==> src/rtl/rv_decode_stage.sv <==
`default_nettype none
// ============================================================================
// Module   : rv_decode_stage
// Purpose  : Registered RV32I decode stage with a two-entry (main + skid)
//            output buffer, valid/ready on both sides and a flush that kills
//            every buffered entry.
// Revision : 1.0 - initial release
// ============================================================================
module rv_decode_stage #(
   parameter int XLEN   = 32,
   parameter int OPER_W = 7
) (
   input  logic              clk,
   input  logic              rst,
   input  logic              in_valid,
   output logic              in_ready,
   input  logic [31:0]       in_inst,
   input  logic [XLEN-1:0]   in_pc,
   input  logic              flush,
   output logic              out_valid,
   input  logic              out_ready,
   output logic [OPER_W-1:0] out_oper,
   output logic [4:0]        out_rd,
   output logic [4:0]        out_rs1,
   output logic [4:0]        out_rs2,
   output logic [XLEN-1:0]   out_imm,
   output logic [XLEN-1:0]   out_pc,
   output logic              out_we,
   output logic [1:0]        out_sl,
   output logic [2:0]        out_size,
   output logic              out_illegal
);

   typedef struct packed {
      logic [OPER_W-1:0] oper;
      logic [4:0]        rd;
      logic [4:0]        rs1;
      logic [4:0]        rs2;
      logic [XLEN-1:0]   imm;
      logic [XLEN-1:0]   pc;
      logic              we;
      logic [1:0]        sl;
      logic [2:0]        size;
      logic              illegal;
   } entry_t;

   typedef enum logic [1:0] {
      S_EMPTY = 2'd0,
      S_ONE   = 2'd1,
      S_FULL  = 2'd2
   } state_e;

   state_e state_q;
   entry_t main_q;
   entry_t skid_q;
   entry_t dec_d;
   logic   in_ready_q;

   // Sign-extend a 32-bit immediate to the datapath width.
   function automatic logic [XLEN-1:0] sext32(input logic [31:0] v);
      return XLEN'($signed(v));
   endfunction

   logic [6:0] opcode;
   logic [2:0] f3;
   logic [6:0] f7;
   logic [4:0] f_rd;
   logic [4:0] f_rs1;
   logic [4:0] f_rs2;
   logic [XLEN-1:0] imm_i, imm_s, imm_b, imm_u, imm_j, imm_csr;

   assign opcode  = in_inst[6:0];
   assign f3      = in_inst[14:12];
   assign f7      = in_inst[31:25];
   assign f_rd    = in_inst[11:7];
   assign f_rs1   = in_inst[19:15];
   assign f_rs2   = in_inst[24:20];
   assign imm_i   = sext32({{20{in_inst[31]}}, in_inst[31:20]});
   assign imm_s   = sext32({{20{in_inst[31]}}, in_inst[31:25], in_inst[11:7]});
   assign imm_b   = sext32({{20{in_inst[31]}}, in_inst[7], in_inst[30:25], in_inst[11:8], 1'b0});
   assign imm_u   = sext32({in_inst[31:12], 12'b0});
   assign imm_j   = sext32({{12{in_inst[31]}}, in_inst[19:12], in_inst[20], in_inst[30:21], 1'b0});
   assign imm_csr = XLEN'(in_inst[31:20]);

   logic writes_rd;

   // Combinational decode of the incoming word; oper stays 0 for anything unrecognised.
   always_comb begin
      dec_d     = '0;
      dec_d.pc  = in_pc;
      writes_rd = 1'b0;
      unique case (opcode)
         7'b0110011: begin // R-type ALU
            dec_d.rd = f_rd; dec_d.rs1 = f_rs1; dec_d.rs2 = f_rs2; writes_rd = 1'b1;
            if (f7 == 7'b0000000) begin
               case (f3)
                  3'd0: dec_d.oper = OPER_W'(1);
                  3'd1: dec_d.oper = OPER_W'(3);
                  3'd2: dec_d.oper = OPER_W'(4);
                  3'd3: dec_d.oper = OPER_W'(5);
                  3'd4: dec_d.oper = OPER_W'(6);
                  3'd5: dec_d.oper = OPER_W'(7);
                  3'd6: dec_d.oper = OPER_W'(9);
                  default: dec_d.oper = OPER_W'(10);
               endcase
            end else if (f7 == 7'b0100000 && f3 == 3'd0) begin
               dec_d.oper = OPER_W'(2);
            end else if (f7 == 7'b0100000 && f3 == 3'd5) begin
               dec_d.oper = OPER_W'(8);
            end
         end
         7'b0010011: begin // I-type ALU; shifts also qualify funct7
            dec_d.rd = f_rd; dec_d.rs1 = f_rs1; dec_d.imm = imm_i; writes_rd = 1'b1;
            case (f3)
               3'd0: dec_d.oper = OPER_W'(11);
               3'd2: dec_d.oper = OPER_W'(12);
               3'd3: dec_d.oper = OPER_W'(13);
               3'd4: dec_d.oper = OPER_W'(14);
               3'd6: dec_d.oper = OPER_W'(15);
               3'd7: dec_d.oper = OPER_W'(16);
               3'd1: if (f7 == 7'b0000000) dec_d.oper = OPER_W'(17);
               default: begin
                  if (f7 == 7'b0000000)      dec_d.oper = OPER_W'(18);
                  else if (f7 == 7'b0100000) dec_d.oper = OPER_W'(19);
               end
            endcase
         end
         7'b0000011: begin // loads
            dec_d.rd = f_rd; dec_d.rs1 = f_rs1; dec_d.imm = imm_i; writes_rd = 1'b1;
            dec_d.sl = 2'b01; dec_d.size = f3;
            case (f3)
               3'd0: dec_d.oper = OPER_W'(20);
               3'd1: dec_d.oper = OPER_W'(21);
               3'd2: dec_d.oper = OPER_W'(22);
               3'd4: dec_d.oper = OPER_W'(23);
               3'd5: dec_d.oper = OPER_W'(24);
               default: ;
            endcase
         end
         7'b0100011: begin // stores
            dec_d.rs1 = f_rs1; dec_d.rs2 = f_rs2; dec_d.imm = imm_s;
            dec_d.sl = 2'b10; dec_d.size = f3;
            case (f3)
               3'd0: dec_d.oper = OPER_W'(25);
               3'd1: dec_d.oper = OPER_W'(26);
               3'd2: dec_d.oper = OPER_W'(27);
               default: ;
            endcase
         end
         7'b1100011: begin // branches
            dec_d.rs1 = f_rs1; dec_d.rs2 = f_rs2; dec_d.imm = imm_b;
            case (f3)
               3'd0: dec_d.oper = OPER_W'(28);
               3'd1: dec_d.oper = OPER_W'(29);
               3'd4: dec_d.oper = OPER_W'(30);
               3'd5: dec_d.oper = OPER_W'(31);
               3'd6: dec_d.oper = OPER_W'(32);
               3'd7: dec_d.oper = OPER_W'(33);
               default: ;
            endcase
         end
         7'b1101111: begin
            dec_d.rd = f_rd; dec_d.imm = imm_j; writes_rd = 1'b1; dec_d.oper = OPER_W'(34);
         end
         7'b1100111: begin
            dec_d.rd = f_rd; dec_d.rs1 = f_rs1; dec_d.imm = imm_i; writes_rd = 1'b1;
            if (f3 == 3'd0) dec_d.oper = OPER_W'(35);
         end
         7'b0110111: begin
            dec_d.rd = f_rd; dec_d.imm = imm_u; writes_rd = 1'b1; dec_d.oper = OPER_W'(36);
         end
         7'b0010111: begin
            dec_d.rd = f_rd; dec_d.imm = imm_u; writes_rd = 1'b1; dec_d.oper = OPER_W'(37);
         end
         7'b0001111: begin // FENCE / FENCE.I keep their I-format fields but never write rd
            dec_d.rd = f_rd; dec_d.rs1 = f_rs1; dec_d.imm = imm_i;
            if (f3 == 3'd0)      dec_d.oper = OPER_W'(38);
            else if (f3 == 3'd1) dec_d.oper = OPER_W'(39);
         end
         7'b1110011: begin // ECALL/EBREAK need all other fields zero; CSR ops use csr as imm
            if (f3 == 3'd0) begin
               if (in_inst[31:7] == 25'd0)                 dec_d.oper = OPER_W'(40);
               else if (in_inst[31:7] == 25'h0002000)      dec_d.oper = OPER_W'(41);
            end else if (f3 != 3'd4) begin
               dec_d.rd = f_rd; dec_d.rs1 = f_rs1; dec_d.imm = imm_csr; writes_rd = 1'b1;
               dec_d.oper = OPER_W'({1'b0, f3[2]} * 3 + {1'b0, f3[1:0]} + 41);
            end
         end
         default: ;
      endcase
      if (dec_d.oper == '0) begin
         dec_d         = '0;
         dec_d.pc      = in_pc;
         dec_d.illegal = 1'b1;
      end else begin
         dec_d.we = writes_rd && (dec_d.rd != 5'd0);
      end
   end

   logic accept;
   logic pop;
   assign accept = in_valid && in_ready_q;
   assign pop    = (state_q != S_EMPTY) && out_ready;

   // Main/skid buffer control; flush empties it, reset clears every field.
   always_ff @(posedge clk or negedge rst) begin
      if (!rst) begin
         state_q    <= S_EMPTY;
         main_q     <= '0;
         skid_q     <= '0;
         in_ready_q <= 1'b0;
      end else if (flush) begin
         state_q    <= S_EMPTY;
         main_q     <= '0;
         skid_q     <= '0;
         in_ready_q <= 1'b1;
      end else begin
         in_ready_q <= 1'b1;
         unique case (state_q)
            S_EMPTY: begin
               if (accept) begin
                  main_q  <= dec_d;
                  state_q <= S_ONE;
               end
            end
            S_ONE: begin
               if (accept && !pop) begin
                  skid_q     <= dec_d;
                  state_q    <= S_FULL;
                  in_ready_q <= 1'b0;
               end else if (accept && pop) begin
                  main_q <= dec_d;
               end else if (pop) begin
                  state_q <= S_EMPTY;
               end
            end
            S_FULL: begin
               if (pop) begin
                  main_q  <= skid_q;
                  state_q <= S_ONE;
               end else begin
                  in_ready_q <= 1'b0;
               end
            end
            default: state_q <= S_EMPTY;
         endcase
      end
   end

   assign in_ready    = in_ready_q;
   assign out_valid   = (state_q != S_EMPTY);
   assign out_oper    = main_q.oper;
   assign out_rd      = main_q.rd;
   assign out_rs1     = main_q.rs1;
   assign out_rs2     = main_q.rs2;
   assign out_imm     = main_q.imm;
   assign out_pc      = main_q.pc;
   assign out_we      = main_q.we;
   assign out_sl      = main_q.sl;
   assign out_size    = main_q.size;
   assign out_illegal = main_q.illegal;

endmodule
`default_nettype wire
==> config.mk <==
export PLATFORM = sky130hd
export DESIGN_NAME = rv_decode_stage
export DESIGN_NICKNAME = d
export VERILOG_FILES = /design/src/rtl/rv_decode_stage.sv
export SDC_FILE = /design/constraint.sdc
export NUM_CORES = 1
export LEC_CHECK = 0
export CAP_MARGIN = 20
export CELL_PAD_IN_SITES_DETAIL_PLACEMENT = 2
export CELL_PAD_IN_SITES_GLOBAL_PLACEMENT = 2
export CORE_MARGIN = 2
export CORE_UTILIZATION = 38
export CTS_BUF_LIST = sky130_fd_sc_hd__clkbuf_8
export DETAILED_ROUTE_END_ITERATION = 12
export PLACE_DENSITY = 0.93
export SLEW_MARGIN = 15
export SYNTH_ARGS = -nofsm -noshare
export SYNTH_HDL_FRONTEND = slang
export SYNTH_SLANG_ARGS = --single-unit
==> constraint.sdc <==
create_clock -name clk -period 6.55 [get_ports clk]
set_clock_uncertainty 0.1 [all_clocks]
set_input_delay 0.9825 -clock clk [delete_from_list [all_inputs] [get_ports clk]]
set_output_delay 0.9825 -clock clk [all_outputs]
set_load 0.005 [all_outputs]
# Word-level counts from Yosys, hierarchy flattened

Cells that the tools add are included.

Register bits: 189
Output and inout bits: 95
Logic and storage cells: 134

Add/subtract/negate cells: 2
Multiply operators: 1
Eq/ne operators: 29
Muxes and demuxes: 53
Reductions and logical operators: 27

Operator list:

| operator               | number |
|---|---|
| $mux W93               | 8 |
| $pmux W93 S3           | 1 |
| $pmux W32 S6           | 1 |
| $mux W86               | 1 |
| $pmux W7 S11           | 1 |
| $pmux W7 S7            | 1 |
| $pmux W6 S6            | 1 |
| $mux W7                | 5 |
| $mux W6                | 5 |
| $pmux W5 S2            | 3 |
| $eq A7 B6 Y1 const B   | 4 |
| $eq A7 B7 Y1 const B   | 4 |
| $pmux W4 S7            | 1 |
| $eq A25 B14 Y1 const B | 1 |
| $logic_not A25 Y1      | 1 |
| $pmux W5 S5            | 1 |
| $mux W12               | 2 |
| $mux W17               | 1 |
| $mux W5                | 3 |
| $ne A3 B3 Y1 const B   | 5 |
| $pmux W5 S3            | 1 |
| $eq A7 B5 Y1 const B   | 2 |
| $logic_not A7 Y1       | 2 |
| $reduce_or A7 Y1       | 2 |
| 31 further kinds       | 55 |

# Depth between registers and ports, before layout

Gate-level depths: netlist of run 1.

Word-level depth: 13
Gate-level depth with buffers: 14
Gate-level depth less buffers: 9

# Worst setup path before layout of run 1

OpenSTA, ideal clock, no wires.

Kind: input to register
From: input in_inst[14]
To: register main_q, in the netlist out_rs1[4]
Setup time: 121 ps
Arrival time: 3,532 ps
Required time: 6,329 ps
Setup slack: 2,798 ps
Stages on the path: 13
Cells stage by stage: buf_4 -> buf_2 -> inv_1 -> ha_1 -> buf_1 -> nand3b_1 -> o211a_1 -> a211oi_1 -> o41ai_2 -> nor4bb_2 -> nand2_1 -> buf_2 -> a41o_1

Cells in the longest elaborated chain, start to end: 12
Elaborated cells on any way between the ends: 41
Those cells by class: 2 x add/sub; 1 x mul; 9 x eq/ne; 24 x mux; 5 x reduce/logical

RTL lines:

| item                                                        | RTL line | text |
|---|---|---|
| start: declaration                                          | 17       | `input logic [31:0] in_inst,` |
| $mul A1 B2 Y3 / $eq A3 B3 Y1 (equally long branches)        | --       |  |
| $add A3 B2 Y4 / $logic_and A1 B1 Y1 (equally long branches) | 186, 108 |  |
| $add A4 B6 Y7 / $mux W4 (equally long branches)             | 186, 108 |  |
| $mux W17 / $mux W7 (equally long branches)                  | 184, 106 |  |
| $mux W7 (on tied branches)                                  | 181, 95  |  |
| $pmux W7 S11                                                | 92       | `unique case (opcode)` |
| $logic_not A7 Y1                                            | 191      | `if (dec_d.oper == '0) begin` |
| $mux W86 *                                                  | 191      |  |
| $mux W93                                                    | 231      | `end else if (accept && pop) begin` |
| $mux W93                                                    | 227      | `if (accept && !pop) begin` |
| $pmux W93 S3 *                                              | 219      | `unique case (state_q)` |
| $mux W93 *                                                  | 212      | `end else if (flush) begin` |
| end signal: assignment                                      | 239      | `main_q <= skid_q;` |
| end: declaration                                            | 54       | `entry_t main_q;` |

Mark *: on every way between the ends. The rest lies on a longest branch, timed or not. The select of a mux whose other input is x is not followed.
A chain may end at the register's enable or synchronous reset.

# Worst setup path after layout of run 1

From: input in_inst[13]
To: register main_q, in the netlist out_rs1[1]

Cells in the longest elaborated chain, start to end: 12
Elaborated cells on any way between the ends: 40
Those cells by class: 2 x add/sub; 9 x eq/ne; 24 x mux; 5 x reduce/logical

RTL lines:

| item                                                  | RTL line |
|---|---|
| branches (longest 7 deep; another with $add A4 B6 Y7) | -- |
| $mux W86 *                                            | 191 |
| $mux W93                                              | 231 |
| $mux W93                                              | 227 |
| $pmux W93 S3 *                                        | 219 |
| $mux W93 *                                            | 212 |

Mark *: on every way between the ends. The select of a mux whose other input is x is not followed.

==> results of run 1 <==
[report_power, final]
group / switching [mW] / internal, mW
registers: 0.0573 / 1.24
logic: 0.451 / 0.255
clock network: 0.487 / 0.334
[cells in the mapped netlist, types with 12 or more instances]
master	count	area [um2]
dfrtp_1	187	4680
nand2_1	150	563
clkbuf_1	64	240
a21oi_1	63	315
o31ai_1	61	458
a22oi_1	35	263
nor2_1	34	128
mux2i_1	33	330
a22o_1	30	263
a41o_1	25	250
a32o_1	24	240
buf_2	19	95.1
o21ai_0	17	85.1
o41ai_1	16	140
o41ai_2	14	228
nor3_1	13	65.1
ha_1	12	150
inv_1	12	45.0
nand3_1	12	60.1
[layer usage]
layer	GRT usage, %	vias to the layer above	wire, um
li1	-	3751	-
met1	35.7	4469	15100
met2	44.9	302	17100
met3	4.61	41	2070
met4	6.28	2	493
met5	0	-	7
[logic make-up (layout without fill, tap and decap cells)]
group | Yosys count | count (layout) | share of synthesized area (%)
adder cells (fa/ha/maj) | 14 | 14 | 1.88
buffers and inverters | 106 | 221 | 4.79
multiplexers | 34 | 34 | 3.56
XOR/XNOR | 3 | 3 | 0.274
AND/OR/NAND/NOR | 279 | 279 | 14.2
other | 1 | 1 | 0.0391
AO/OA/AOI/OAI | 320 | 320 | 26.4
flip-flops | 187 | 187 | 48.8
[layout make-up]
class	instances	share of cell area, %
flip-flops and latches	187	39.7
multi-input cells	651	38.1
repair buffers	177	14.7
well taps	330	3.51
clock buffers	18	2.10
clock inverters	14	1.43
inverters	12	0.382
[metrics by stage]
step | cells | utilization (%)
floorplan | 944 | -
global placement | 1357 | 45.5
detailed placement | 1357 | 45.5
CTS | 1389 | 47.2
global route | 1389 | 47.2
finish | 1389 | 47.2
[how the worst max path moves through the flow]
stage	from	endpoint
after floorplan	in_inst[14]	out_rs1[4]
after global placement	in_inst[13]	out_rs1[0]
after detailed placement	in_inst[13]	out_rs1[1]
after CTS	in_inst[13]	out_rs1[1]
after global routing	in_inst[13]	out_rs1[3]
final	in_inst[13]	out_rs1[1]
[sequential cells by signal (all words and copies together) (netlist names)]
signal / cells
in_ready: 1
out_illegal: 1
out_imm: 32
out_oper: 6
out_pc: 32
out_rd: 5
out_rs1: 5
out_rs2: 5
out_size: 3
out_sl: 2
out_we: 1
skid_q: 92
state_q: 2
==> run summary, run 1 <==
Endpoint class of the critical path -> register
Area Overhead vs Synth -> 22.9%
P per Cell Area -> 240 mW/mm2
Post-Syn Instances -> 944
Via Count -> 8,565
Max-cap viol count -> 0
Post-Syn Area -> 0.00958 mm2
Placed wire-length estimate -> 24,100 um
Clock Root Buffer -> clkbuf_8
Die height -> 163 um
Levels on crit path -> 10
Sequential share of the synthesized area -> 48.8%
Critical Path RT -> 6820 ps
Reg-to-Reg Start -> state_q[0]
Hold violation total from the final report -> 0
N_diodes -> 0
H-tree Lvls -> 4
# setup viols final -> 0
Fill cells -> 2,557
Final worst-path cycle share -> 72.2%
Pre-CTS setup slack -> 1290 ps
GP Congestion -> 0.884
Setup TNS -> 0 ps
Power Total -> 2.82 mW
RSZ-0062 raised after global routing -> no
# Post-CTS Setup Buffers -> 0
Layout cell share with drive strength beyond 1 -> 7.55%
Nets -> 1,128
Status -> finished, final reports clean
Most frequent CP cell -> a211oi_1
Crit-path cells -> clkdlybuf4s50_1 -> inv_1 -> ha_1 -> nor2b_1 -> a211oi_1 -> o211ai_1 -> a211oi_1 -> nor4bb_2 -> nand2_1 -> a41o_1
Initial Utilization -> 38.4%
CTS tree -> done
FF/Latch Area -> 0.00468 mm2
Grt ovf -> 0
Area of the multi-input gates -> 0.00449 mm2
R2r setup slk -> 2120 ps
I/O pin total -> 164
Final WL -> 34,800 um
Worst Hold Class -> in2async
Vias in the first global route -> 9,273
R2R Path End -> out_rs1[1]
CTS sink count -> 187
Initial antenna violation count -> 1
Core ar. -> 0.0250 mm2
Post-route DRC -> 0
Post-DR wirelength/cell -> 25.0 um
Crit start category -> primary input
Number of synthesized flops with an enable pin -> 0
Largest net degree at the start of global routing -> 86
Relative slew slack -> 26.3%
GR Util All Layers -> 26.6%
Asr flop ratio synth -> 100%
Global-route wire length before repair -> 54,700 um
Most frequent cells in the layout -> dfrtp_1 (187), clkdlybuf4s50_1 (160), nand2_1 (150), a21oi_1 (63), o31ai_1 (61)
Main synth FF type -> dfrtp_1
Slew Limit Fails -> 0
Final worst setup slack -> 1820 ps
Slowest-stage cell, CP -> clkdlybuf4s50_1
DR iter-0 viols -> 650
Drt pass-1 iters -> 5
Die ar. -> 0.0265 mm2
Most common cell after layout, fill and taps aside -> dfrtp_1
Ys Warns -> 0
Row cnt -> 58
Post-Place Cell Area -> 0.0114 mm2
Syn Area/Cell -> 10.2 um2
Via density -> 6.17
WP buf/inv -> 2
Largest delay contributor family on the critical path -> compound AO/OA/AOI/OAI gates
CTS clk-pin slew, worst paths -> 120 ps
Buffers on Ports -> 162
Net Count, Synth -> 1,026
WP data arrival -> 5000 ps
Cell area after layout -> 0.0118 mm2
Die Span X -> 163 um
Fmax -> 0.211 GHz
Clk buf depth -> 2
Post_cts resized -> 0
Peak supply drop -> 123 uV
Antenna viol nets, final -> 0
Tmin final -> 4730 ps
Synth cell types -> 72
Hold buffers post-CTS -> 0
Reg2Reg Depth -> 10
Slowest Stage Delay on Critical Path -> 780 ps
Worst skew pair latency -> 480 ps
Max FO, Critical Path -> 25
Worst-margin pin slew -> 1100 ps
Count of state elements after synthesis -> 187
Worst Hold Slack -> 334 ps
Static Leak -> 4.92 nW
CTS Buf Count -> 17
Crit Path Class -> in2reg
Note: power is estimated with default switching activity, not from simulation.
==> run 2, diff against run 1 <==
CORE_UTILIZATION = 35   (was 38)
PLACE_DENSITY = 0.87   (was 0.93)
clock period = 4.5 ns   (was 6.55 ns; I/O delays follow)
==> run 2 against run 1 <==
  * Global-route usage fell by 1.5 points
  * Critical path type unchanged
  * Critical endpoint is now out_imm[2]
  * First-iteration DRC count rose by 0.46%
  * Non-clock buffer count rose by 13
  * Total power rose by 44%
  * Sequential share of layout area fell by 0.34 points
  * Largest power group unchanged
  * Final cell count rose by 1.7%
  * Core utilization fell by 3.1 points
  * Setup slack got worse by 1300 ps
  * Highest routed layer unchanged
==> run summary, run 2 (synthesis gave the netlist of run 1 again) <==
Status -> finished, final reports clean
Crit Path Class -> in2reg
Clk buf depth -> 2
Area Overhead vs Synth -> 24.0%
Power Total -> 4.06 mW
CTS clk-pin slew, worst paths -> 120 ps
Initial Utilization -> 35.6%
Grt ovf -> 0
P per Cell Area -> 342 mW/mm2
GP Congestion -> 0.929
Worst-margin pin slew -> 886 ps
Hold buffers post-CTS -> 0
# Post-CTS Setup Buffers -> 0
Most frequent cells in the layout -> dfrtp_1 (187), clkdlybuf4s50_1 (160), nand2_1 (150), a21oi_1 (63), o31ai_1 (61)
Post_cts resized -> 0
Static Leak -> 4.98 nW
Max FO, Critical Path -> 28
Max-cap viol count -> 0
H-tree Lvls -> 4
Initial antenna violation count -> 1
CTS tree -> done
# setup viols final -> 0
Endpoint class of the critical path -> register
Vias in the first global route -> 9,547
Core ar. -> 0.0270 mm2
Hold violation total from the final report -> 0
Worst Hold Class -> in2async
Post-DR wirelength/cell -> 25.1 um
WP data arrival -> 4250 ps
Placed wire-length estimate -> 23,600 um
Via Count -> 8,516
Crit start category -> primary input
Die height -> 169 um
FF/Latch Area -> 0.00468 mm2
Nets -> 1,141
Clock Root Buffer -> clkbuf_8
Most common cell after layout, fill and taps aside -> dfrtp_1
Post-route DRC -> 0
Antenna viol nets, final -> 0
Critical Path RT -> 4760 ps
Fmax -> 0.251 GHz
Largest net degree at the start of global routing -> 107
RSZ-0062 raised after global routing -> no
Max FFs per register -> 92
Tmin final -> 3990 ps
DR iter-0 viols -> 653
CTS Buf Count -> 17
Setup TNS -> 0 ps
Row cnt -> 60
Area of the multi-input gates -> 0.00449 mm2
Relative slew slack -> 40.9%
I/O pin total -> 164
CTS sink count -> 187
Register name with the most flops -> skid_q
Final WL -> 35,400 um
Fill cells -> 2,798
Slew Limit Fails -> 0
Buffers on Ports -> 162
Drt pass-1 iters -> 5
Peak supply drop -> 176 uV
Global-route wire length before repair -> 55,900 um
Final worst-path cycle share -> 88.7%
Die ar. -> 0.0287 mm2
GR Util All Layers -> 25.1%
Layout cell share with drive strength beyond 1 -> 8.68%
Die Span X -> 169 um
Worst skew pair latency -> 480 ps
N_diodes -> 0
Via density -> 6.03
==> run 2: path summary, 6_finish.rpt <==
| kind | slack, ps | from | cells past startpoint | to |
|---|---|---|---|---|
| setup / recovery | 510 | in_inst[31] | 9 | out_imm[2] |
| hold / removal | 160 | rst | 1 | out_pc[29] |
| setup reg to reg | 1230 | state_q[0] | 9 | out_rd[2] |
| hold reg to reg | 390 | out_pc[4] | 2 | out_pc[4] |
| max in group asynchronous | 3180 | rst | 2 | skid_q[28] |
| min in group clk | 390 | out_pc[4] | 2 | out_pc[4] |
==> run 2: routing by layer <==
metal	vias to the layer above	routed length (um)	track usage (%)
li1	3772	-	-
met1	4442	15600	32.6
met2	258	17500	43.2
met3	42	1860	4.90
met4	2	518	5.83
met5	-	13	0
==> run 2: cell type report <==
type / count / share of cell area (%)
repair buffers: 190 / 15.8
multi-input cells: 651 / 37.8
flip-flops and latches: 187 / 39.4
inverters: 12 / 0.379
clock inverters: 15 / 1.06
clock buffers: 17 / 1.97
well taps: 341 / 3.59
==> run 2: critical path, cell delays in order <==
cell and delay (ps):
clkdlybuf4s50_1 610, nor4_4 750, nand2_2 170, nor4_1 590
a311oi_1 280, nor4b_2 250, and2_4 280, buf_12 190
o41ai_1 410
==> run 2: report_power, final <==
part,internal (mW),leakage [nW],total (mW),switching (mW)
registers,1.81,2.57,1.88,0.0779
clock network,0.406,0.193,1.12,0.716
logic,0.386,2.22,1.05,0.669
==> run 2: per-stage QoR <==
step | cell area, um2 | utilization (%) | worst slack (ps) | cells | hold slack [ps]
finish | 11900 | 44.1 | 510 | 1413 | 161
global route | 11900 | 44.1 | 439 | 1413 | 214
CTS | 11900 | 44.1 | 588 | 1413 | 192
detailed placement | 11500 | 42.7 | 72.4 | 1381 | 372
global placement | 11500 | 42.7 | 174 | 1381 | 358
floorplan | 9580 | - | 1060 | 944 | 279
==> edit: new RTL, config.mk and constraints of run 1 <==
Change the parameter `XLEN` from 32 to 36.
--- a/src/rtl/rv_decode_stage.sv
+++ b/src/rtl/rv_decode_stage.sv
@@ -9,3 +9,3 @@
 module rv_decode_stage #(
-   parameter int XLEN   = 32,
+   parameter int XLEN   = 36,
    parameter int OPER_W = 7
Interface: changed (resized in_pc, out_imm and out_pc); port bits go from 164 to 176. The function was not compared with the original's and may differ.
==> edit against run 1 <==
- hold slack better by 0.066 ns
- power up 18%
- synthesized cell count up 15%
- synthesized area up 2.7%
- largest cell class unchanged
- global-route usage up 4.5 points
- worst setup slack better by 0.055 ns
- design area up 3.3%
- count of clock-buffer cells in the layout down 1
- wire length up 20%
- sequential cell count up 8
- sequential share of layout area up 0.38 points
==> edit: results (changes against run 1) <==
stage	metric	value	unit	change
synth	sequential fraction of the synthesis area	49.6	%	+0.76 points
detailed_routing	WL per Instance	27.0	µm	+7.9%
finish	layout cells sized above 1	7.33	%	-0.22 points
placed_design	pre-CTS WS	1.50	ns	+0.206 ns
grt	vias in the first global route	10440		+13%
finish	Net count, final	1288		+14%
timing	hold_ws	0.400	ns	+0.0664 ns
finish	Largest register FFs	96		+4.3%
worst_setup_path	worst reg2reg endpoint	out_pc[6]$_DFFE_PN0P_		
finish	# fillers	2684		+5.0%
synth	Syn Nets	1169		+14%
grt	All-Layer GR Usage	31.1	%	+4.5 points
synth	top cells by count, synth	nand2_1, dfrtp_1, a21oi_1, clkbuf_1, o21ai_1		
grt	first-pass GRT wire length	63.7	mm	+16%
grt	largest net degree at the start of global routing	88		+2.3%
worst_setup_path	R2R Setup Slk	2.79	ns	+0.67 ns
grt	global routing usage on met3	4.72	%	+0.11 points
detailed_routing	1st-iter DRT viols	985		+52%
synth	synth top area cells	dfrtp_1, nand2_1, a21oi_1		
detailed_routing	via count	9458		+10%
grt	GR Layer Usage met1	38.6	%	+3.0 points
placed_design	post-placement cell count	1512		+11%
detailed_routing	Vias/cell	6.12		-0.79%
run_status	status	finished clean		
worst_setup_path	CP arrival	4.90	ns	-0.10 ns
synth	Synth cell types	73		+1.4%
placed_design	HPWL after DPL	27.8	mm	+15%
worst_setup_path	Max FO, Critical Path	24		-4.0%
timing	actual slew at the worst max-slew pin	1.14	ns	+0.0425 ns
grt	M2 GR Usage	54.9	%	+10 points
placed_design	IO buf count	174		+7.4%
synth	per-instance average area after synthesis	9.09	µm²	-10%
power	Leak Pwr	4.92	nW	-0.12%
placed_design	gpl congestion	0.878		-0.71%
edit: cell count changes in the layout (fill, tap and decap cells not counted), moves of 24 or more:
cell	delta
a21oi_1	+57
a22oi_1	-30
a32o_1	-24
a41o_1	-25
and3_1	+30
nand2_1	+77
o21ai_0	+24
o21ai_1	+56
edit: area by class of cell:
type | count | area share [%]
clock buffer | 17 | 1.92
sequential | 195 | 40.1
timing repair buffer | 192 | 15.4
clock inverter | 14 | 1.35
tap | 330 | 3.39
multi-input combinational | 781 | 37.3
inverter | 15 | 0.463
antenna | 2 | 0.0411
edit: through the flow:
stage	total power (W)	util (%)	instance area (µm²)
2_1_floorplan	0.00192	-	9840
6_report	0.00333	48.0	12200
4_1_cts	0.00333	48.0	12200
5_1_grt	0.00347	48.0	12200
3_3_place_gp	0.00241	46.4	11800
3_5_place_dp	0.00250	46.4	11800
edit: worst max-delay path: stages:
cell and delay (ns):
clkdlybuf4s50_1 0.83, inv_1 0.27, ha_1 0.33, nor3b_1 0.16
nand3_1 0.12, nor4_2 0.07, a211oi_1 0.49, nand4_2 0.35
o21ai_4 0.78, buf_4 0.35, o21ai_0 0.15
edit: cells by family (layout without fill, tap and decap cells):
logic type | count (synthesis) | after routing | synth area share [%]
other | 1 | 3 | 0.0381
XOR/XNOR | 2 | 2 | 0.178
adder cells (fa/ha/maj) | 14 | 14 | 1.83
buffers and inverters | 107 | 238 | 4.95
AO/OA/AOI/OAI | 347 | 347 | 21.9
multiplexers | 37 | 37 | 3.76
flip-flops | 195 | 195 | 49.6
AND/OR/NAND/NOR | 380 | 380 | 17.7
edit: how the worst max path moves through the flow:
stage	start	endpoint	slack, ns	depth (start not counted)
2_1_floorplan	in_inst[14]	out_imm[17]$_DFFE_PN0P_	3.09	14
3_3_place_gp	in_inst[13]	out_imm[25]$_DFFE_PN0P_	1.64	11
3_5_place_dp	in_inst[13]	out_rs2[4]$_DFFE_PN0P_	1.50	11
4_1_cts	in_inst[13]	out_rs2[4]$_DFFE_PN0P_	1.98	11
5_1_grt	in_inst[13]	out_rs2[4]$_DFFE_PN0P_	1.71	11
6_report	in_inst[13]	out_rs2[4]$_DFFE_PN0P_	1.87	11
edit: where the power goes:
part	switching (W)	internal, W
combinational	0.000608	0.000420
sequential	0.000124	0.00135
clock	0.000512	0.000319
edit: metal layers:
layer  up-vias  wire, µm
li1       4046         -
met1      4906     17100
met2       413     21400
met3        93      2080
met4         0      1210
met5         -         0
